$ cat config.mk
export PLATFORM = sky130hd
export DESIGN_NAME = pipeline_stall_controller
export DESIGN_NICKNAME = d
export VERILOG_FILES = /design/src/rtl/pipeline_stall_controller.sv
export SDC_FILE = /design/constraint.sdc
export NUM_CORES = 1
export LEC_CHECK = 0
export CAP_MARGIN = 10
export CORE_MARGIN = 3
export CORE_UTILIZATION = 53
export DETAILED_ROUTE_END_ITERATION = 10
export HOLD_SLACK_MARGIN = 0.1
export PLACE_DENSITY_LB_ADDON = 0.12
export SLEW_MARGIN = 40
export SYNTH_ARGS = -nofsm -noshare
export SYNTH_HDL_FRONTEND = slang
export SYNTH_SLANG_ARGS = --single-unit
export TNS_END_PERCENT = 100
$ cat constraint.sdc
create_clock -name clk -period 2.8 [get_ports clk]
set_clock_uncertainty 0.2 [all_clocks]
set_input_delay 0.28 -clock clk [delete_from_list [all_inputs] [get_ports clk]]
set_output_delay 0.28 -clock clk [all_outputs]
set_load 0.03 [all_outputs]
$ cat src/rtl/pipeline_stall_controller.sv
// Stall/flush/freeze arbiter for the 5-stage pipeline of the 8-bit core.
// Optional perf counters: define STALL_PERF_CNT_EN.
module pipeline_stall_controller #(
    parameter int FLUSH_CYCLES = 1,
    parameter int MEM_TIMEOUT  = 64,
    parameter int CNT_W        = 16
) (
    input  logic       clk,
    input  logic       rst_n,
    input  logic       hz_pc_write,
    input  logic       hz_ifid_write,
    input  logic       hz_nop_control,
    input  logic       branch_taken,
    input  logic       mem_busy,
    input  logic       halt_req,
    output logic       pc_en,
    output logic       ifid_en,
    output logic       ifid_flush,
    output logic       idex_en,
    output logic       idex_bubble,
    output logic       exmem_en,
    output logic       memwb_en,
    output logic       halted,
    output logic       mem_timeout_err,
    output logic [1:0] ctrl_state
`ifdef STALL_PERF_CNT_EN
    ,
    output logic [CNT_W-1:0] load_stall_cnt,
    output logic [CNT_W-1:0] mem_stall_cnt,
    output logic [CNT_W-1:0] flush_cnt
`endif
);

    typedef enum logic [1:0] {
        RUN      = 2'd0,
        FLUSH    = 2'd1,
        MEM_WAIT = 2'd2,
        HALTED   = 2'd3
    } state_t;

    localparam logic [2:0] FL_LOAD = 3'(FLUSH_CYCLES - 1);
    localparam logic [7:0] TO_LAST = 8'(MEM_TIMEOUT - 1);

    state_t     state_q, state_d;
    logic [2:0] fcnt_q, fcnt_d;
    logic [7:0] wcnt_q, wcnt_d;
    logic       err_q, err_d;
    logic       load_use;

    assign load_use = hz_nop_control | ~hz_pc_write;

    always_ff @(posedge clk or negedge rst_n) begin
        if (!rst_n) begin
            state_q <= RUN;
            fcnt_q  <= '0;
            wcnt_q  <= '0;
            err_q   <= 1'b0;
        end else begin
            state_q <= state_d;
            fcnt_q  <= fcnt_d;
            wcnt_q  <= wcnt_d;
            err_q   <= err_d;
        end
    end

    always_comb begin
        state_d     = state_q;
        fcnt_d      = fcnt_q;
        wcnt_d      = wcnt_q;
        err_d       = err_q;
        pc_en       = 1'b0;
        ifid_en     = 1'b0;
        ifid_flush  = 1'b0;
        idex_en     = 1'b0;
        idex_bubble = 1'b0;
        exmem_en    = 1'b0;
        memwb_en    = 1'b0;
        if (!rst_n || state_q == HALTED) begin
            state_d = state_q;
        end else if (halt_req) begin
            state_d = HALTED;
        end else if (mem_busy) begin
            state_d = MEM_WAIT;
            wcnt_d  = wcnt_q + 8'd1;
            if (wcnt_q == TO_LAST) begin
                err_d   = 1'b1;
                state_d = HALTED;
            end
        end else begin
            wcnt_d   = '0;
            pc_en    = 1'b1;
            ifid_en  = 1'b1;
            idex_en  = 1'b1;
            exmem_en = 1'b1;
            memwb_en = 1'b1;
            if (branch_taken) begin
                // the stalled instruction is wrong-path, so load-use is dropped
                ifid_flush  = 1'b1;
                idex_bubble = 1'b1;
                fcnt_d      = FL_LOAD;
                state_d     = (FLUSH_CYCLES > 1) ? FLUSH : RUN;
            end else if (state_q == FLUSH) begin
                ifid_flush = 1'b1;
                fcnt_d     = fcnt_q - 3'd1;
                if (fcnt_q <= 3'd1) state_d = RUN;
            end else begin
                state_d = (state_q == MEM_WAIT && fcnt_q != 3'd0)
                        ? FLUSH : RUN;
                if (load_use) begin
                    pc_en       = 1'b0;
                    ifid_en     = 1'b0;
                    idex_bubble = 1'b1;
                end
            end
        end
    end

    assign halted          = rst_n & (state_q == HALTED);
    assign mem_timeout_err = err_q;
    assign ctrl_state      = state_q;

`ifdef STALL_PERF_CNT_EN
    logic lu_hit, frz_hit;

    // a bubble without a flush is a load-use stall, not a branch kill
    assign lu_hit  = idex_bubble & ~ifid_flush;
    assign frz_hit = rst_n & mem_busy & ~halt_req & (state_q != HALTED);

    always_ff @(posedge clk or negedge rst_n) begin
        if (!rst_n) begin
            load_stall_cnt <= '0;
            mem_stall_cnt  <= '0;
            flush_cnt      <= '0;
        end else begin
            if (lu_hit && !(&load_stall_cnt))
                load_stall_cnt <= load_stall_cnt + CNT_W'(1);
            if (frz_hit && !(&mem_stall_cnt))
                mem_stall_cnt <= mem_stall_cnt + CNT_W'(1);
            if (ifid_flush && !(&flush_cnt))
                flush_cnt <= flush_cnt + CNT_W'(1);
        end
    end
`endif

endmodule

==> metrics.txt, run 1 <==
outcome=finished clean; H-Tree Depth=1; Root Driver=clkbuf_4; pins over their slew limit=0; Post-CTS Hold Fix Bufs=1; TritonCTS clock tree=done; Clock Path Buffers=2; initial DRC count=21; crit end category=output port; critical path class=input pin to output port; min-delay worst type=register to register; Non-Filler Instances=130; fin crit share=around 87%; Cells after Synth=between 90 and 100; global-route wire length before repair=between 3000 and 4000 um; Synth Cell Area=between 800 and 900 sq um; nets=128; HPWL Detailed=1570 um; Final Hold Vio Count=0; top cell type's share of synthesized area=about two fifths; Setup TNS=0 ns; vias in the first global route=772; filler cell count=130; Worst R2R Path Depth=4; die width=47.1 um; Final Setup Violations=0; worst skew pair latency=between 0.2 and 0.3 ns; minimum clock period=2.44 ns; Worst slew margin=71.2%; Hold Path End=mem_timeout_err; CTS sink count=14; Post-synth top cells=14 x dfrtp_1, 10 x nor2_1, 9 x nand2_1; io pins=19; Area contributors post-synth=dfrtp_1 39%, ha_1 5.6%, nor2_1 4.2%, nand3_1 3.9%, nand2_1 3.8%; post_cts resized=0; routed via count=approximately 770; Layout area overhead=20.3%; synthesized area per cell=between 9 and 10 sq um; Tot GR Track Use=21.4%; Mapped Nets=108; most numerous cell in the Yosys netlist=dfrtp_1; largest net degree at the start of global routing=15; core outline area=1540 sq um; Hold Path Stages=1; Post-synth top flop=dfrtp_1; n_diodes=0; clk slew on worst S/H paths=roughly 0.08 ns; FF-to-FF setup slack=1.03 ns; total global routing overflow=0; Post-synth EDFFs=0; Cells after DPL=126; WL final=~2000 um; CP Launch Type=input pin; WL/cell=about 16 um; ys async rst share=100%; DR vias/cell=5.94; Port Buffers=17; detailed-route DRC error count=0; maxcap violations=0; fmax=0.409 GHz; Die Area=~2200 sq um; worst-path fanout max=7; row count=14; worst slew pin tran=0.426 ns; P_leak=roughly 0.00049 uW; Crit path required time=2.32 ns; Synth cell types=37; r2r endpoint=fcnt_q[2]; Die Ht=47.1 um; drt first pass iters=4; pwr dens=approximately 400 nW/um^2; Synth area leader=dfrtp_1; share of layout cells above drive strength 1=15.8%; GP Congestion=0.857; post-synthesis sequential area ratio=39.2%; Peak VDD IR=301 uV; hold_sp=mem_timeout_err; Yosys reg bits=14; initial antenna violation count=0; setup bufs post-CTS=0; worst endpoint data arrival time=between 1.5 and 2 ns; CTS buffer count=3; post-route ant nets=0; Initial Util=between 50 and 60%; warnings from Yosys=0; RSZ-0062 raised after global routing=no; RR Startpoint=ctrl_state[1]
==> where the power goes <==
group          internal (uW)  total, uW  switching [uW]
Clock                   49.9        115            64.7
Combinational           36.4       81.1            44.6
Sequential               221        240            18.5
==> cells by family (layout without fill, tap and decap cells) <==
family	after synthesis	in the layout	share of synthesized area [%]
DFF	14	14	39.2
xor gates and xnor gates	4	4	3.92
buffers and inverters	12	30	7.28
adders and majority gates	4	4	5.60
AOI/OAI and AO/OA	16	16	15.0
muxes	2	2	2.24
and+or+nand+nor	44	44	26.8
==> layout make-up <==
class | instances | area, sq um | share of cell area [%]
clock buffer | 3 | 22.5 | 2.10
inverter | 7 | 26.3 | 2.44
multi-input combinational | 70 | 478 | 44.5
sequential | 14 | 350 | 32.6
tap | 16 | 20.0 | 1.86
timing repair buffer | 20 | 178 | 16.5
==> metal layers <==
metal	vias up	GRT usage [%]	routed length [um]
li1	369	-	-
met1	368	25.1	827
met5	-	0	0
met4	0	10.5	57
met3	10	3.45	77
met2	25	37.7	1070
==> through the flow <==
step | setup slack [ns] | area [sq um] | hold slack (ns) | total power [uW] | util, %
3_3_place_gp | 0.402 | 1040 | 0.244 | 315 | 67.6
2_1_floorplan | 0.303 | 893 | -0.216 | 288 | -
6_report | 0.356 | 1070 | 0.265 | 435 | 69.7
3_5_place_dp | 0.377 | 1040 | 0.247 | 324 | 67.6
4_1_cts | 0.393 | 1070 | 0.271 | 437 | 69.7
5_1_grt | 0.225 | 1070 | 0.326 | 456 | 69.7
==> registers in the layout, summed over array words and instances, names as in the netlist <==
name,cells
ctrl_state,2
fcnt_q,3
mem_timeout_err,1
wcnt_q,8
==> how the worst max path moves through the flow <==
stage                     slack (ns)           from  endpoint
after floorplan                 0.30  ctrl_state[0]     pc_en
after global placement          0.40          rst_n  exmem_en
after detailed placement        0.38          rst_n  memwb_en
after CTS                       0.39          rst_n  memwb_en
after global routing            0.23          rst_n     pc_en
final                           0.36          rst_n  memwb_en
==> layout by cell type, fill, tap and decap left out, types with 2 or more instances in the layout <==
cell type         n
nor2b_1           2
xnor2_1           3
mux2i_1           2
dfrtp_1          14
ha_1              4
nand2_1           9
clkbuf_4          3
clkdlybuf4s50_1  10
nor3_1            2
o21ai_0           4
nor2_1           10
and3_1            2
nand3_1           7
a21o_1            2
inv_1             7
nand2b_1          3
buf_4             9
==> critical path, stage by stage <==
cell,delay [ns]
clkdlybuf4s50_1,0.60
nor2b_1,0.27
nand2_1,0.21
nor2_2,0.25
buf_4,0.19
buf_4,0.16
(Power assumes the default switching activity.)
==> run 2, diff against run 1 <==
--- a/config.mk
+++ b/config.mk
@@ -6,7 +6,7 @@
 export NUM_CORES = 1
 export LEC_CHECK = 0
 export CAP_MARGIN = 10
-export CORE_MARGIN = 3
+export CORE_MARGIN = 2
 export CORE_UTILIZATION = 53
 export DETAILED_ROUTE_END_ITERATION = 10
 export HOLD_SLACK_MARGIN = 0.1
==> run 2 against run 1 <==
Worst setup slack improved by 0.027 ns. First-iteration DRC count decreased by 24%. Global-route usage increased by 0.46 points. Core utilization increased by 1.9 points. Register-to-register slack got worse by 0.05 ns. Wire length decreased by 3.3%. Final cell count increased by 2.3%. Maximum frequency increased by 1.1%. Via count decreased by 2.2%. Hold slack improved by 0.0049 ns. Largest cell class unchanged.
==> metrics.txt, run 2 (synthesis results as in run 1) <==
register bank with the most flops=wcnt_q; min-delay worst type=input pin to async pin; core outline area=1540 sq um (unchanged); final total power=467 uW (+7.2%); share of layout cells above drive strength 1=17.9% (+2.2 points); Peak VDD IR=236 uV (-22%); Layout area overhead=23.5%; Critical-path top delay cell=clkdlybuf4s50_1; Final Setup Violations=0 (unchanged); Final Hold Vio Count=0 (unchanged); Die Area=2030 sq um (-8.3%); grt peak-use layer=met2; highest cell delay on the worst timing path=0.61 ns (about the same); clk slew on worst S/H paths=0.08 ns (about the same); RR Startpoint=wcnt_q[0]; nets=130 (+1.6%); Port Buffers=17 (unchanged); crit end category=output port; WL final=1960 um (-3.3%); initial antenna violation count=0 (unchanged); most frequent cells in the layout=14 x dfrtp_1, 11 x buf_4, 10 x nor2_1, 10 x clkdlybuf4s50_1, 9 x nand2_1; worst path cell trace=clkdlybuf4s50_1 -> nor2b_1 -> nand2_1 -> a211oi_1 -> buf_4; FF/Latch Area=350 sq um (unchanged); worst endpoint data arrival time=1.94 ns (-0.02 ns); worst skew pair latency=0.29 ns (about the same); initial DRC count=16 (-24%); CTS sink count=14 (unchanged); GP Congestion=0.849 (-0.97%); H-Tree Depth=1 (unchanged); RSZ-0062 raised after global routing=no; GR Layer Usage met2=40.0% (+2.3 points); post-route ant nets=0 (unchanged); CTS buffer count=3 (unchanged); detailed-route DRC error count=0 (unchanged); max reg flops=8 (unchanged); io pins=19 (unchanged); critical path class=input pin to output port; total global routing overflow=0 (unchanged); WL/cell=14.7 um (-5.5%); WHS=0.270 ns (+0.00486 ns); GR Layer Usage met1=25.8% (+0.70 points); pins over their slew limit=0 (unchanged); die width=45.1 um (-4.3%); outcome=finished clean; Multi-input gate area=478 sq um (unchanged); Crit path required time=2.32 ns (about the same); Die Ht=45.1 um (-4.3%); pwr dens=423 nW/um^2 (+4.4%); Core Util, Final=71.6% (+1.9 points); filler cell count=124 (-4.6%); Root Driver=clkbuf_4; most common cell after layout, fill and taps aside=dfrtp_1; TritonCTS clock tree=done; n_diodes=0 (unchanged); minimum clock period=2.42 ns (-0.0273 ns); fin crit share=86.3% (-0.98 points); Tot GR Track Use=21.9% (+0.46 points); Clock Path Buffers=2 (unchanged); Worst path top cell family by delay=buffers and inverters; global-route wire length before repair=3170 um (-4.2%); DR vias/cell=5.68 (-4.4%); Worst slew margin=65.9% (-5.3 points); met3 usage=2.40% (-1.0 points); fmax=0.414 GHz (+1.1%); CP Launch Type=input pin; vias in the first global route=745 (-3.5%); HPWL Detailed=1520 um (-3.1%); worst-path fanout max=7 (unchanged); routed via count=755 (-2.2%); row count=14 (unchanged); largest net degree at the start of global routing=10 (-5); Crit path buffers/inverters=2 (-1); maxcap violations=0 (unchanged); Critical path origin=rst_n; drt first pass iters=4 (unchanged); Initial Util=58.0% (unchanged); P_leak=0.000504 uW (+3.6%); worst slew pin tran=0.505 ns (+0.0790 ns); Setup TNS=0 ns (unchanged)
run 2: metal layers:
layer	up-vias	share of wire, %
met5	-	0
met1	365	43
met3	4	2.3
li1	373	-
met2	13	54
met4	0	1.2
run 2: final cells by class:
| class | instances | area share, % |
|---|---|---|
| multi-input cells | 70 | 43.3 |
| flip-flops and latches | 14 | 31.7 |
| repair buffers | 22 | 17.5 |
| clock buffers | 4 | 3.29 |
| inverters | 7 | 2.38 |
| well taps | 16 | 1.81 |
run 2: final timing paths:
path | to | slack, ns | depth (start not counted)
min in group clk | mem_timeout_err | 0.28 | 1
hold / removal | fcnt_q[1] | 0.27 | 2
setup / recovery | pc_en | 0.38 | 5
setup reg to reg | ctrl_state[0] | 0.98 | 5
max in group asynchronous | ctrl_state[1] | 1.48 | 2
hold reg to reg | mem_timeout_err | 0.28 | 1
run 2: what timing repair did:
action / CTS / global route
hold endpoints to repair: 3 / 0
hold buffers: 1 / 0
setup buffers: 0 / 0
gates resized for setup: 0 / 0
endpoints found under the setup margin: 0 / 0
run 2: stage by stage:
step,area (sq um),std cells,setup slack (ns)
finish,1100,133,0.383
global route,1100,133,0.197
CTS,1100,133,0.403
detailed placement,1060,128,0.303
global placement,1060,128,0.337
floorplan,893,96,0.303
run 2: power breakdown:
part,internal (uW),switching (uW)
Combinational,36.1,41.9
Clock,79.1,70.6
Sequential,221,17.9
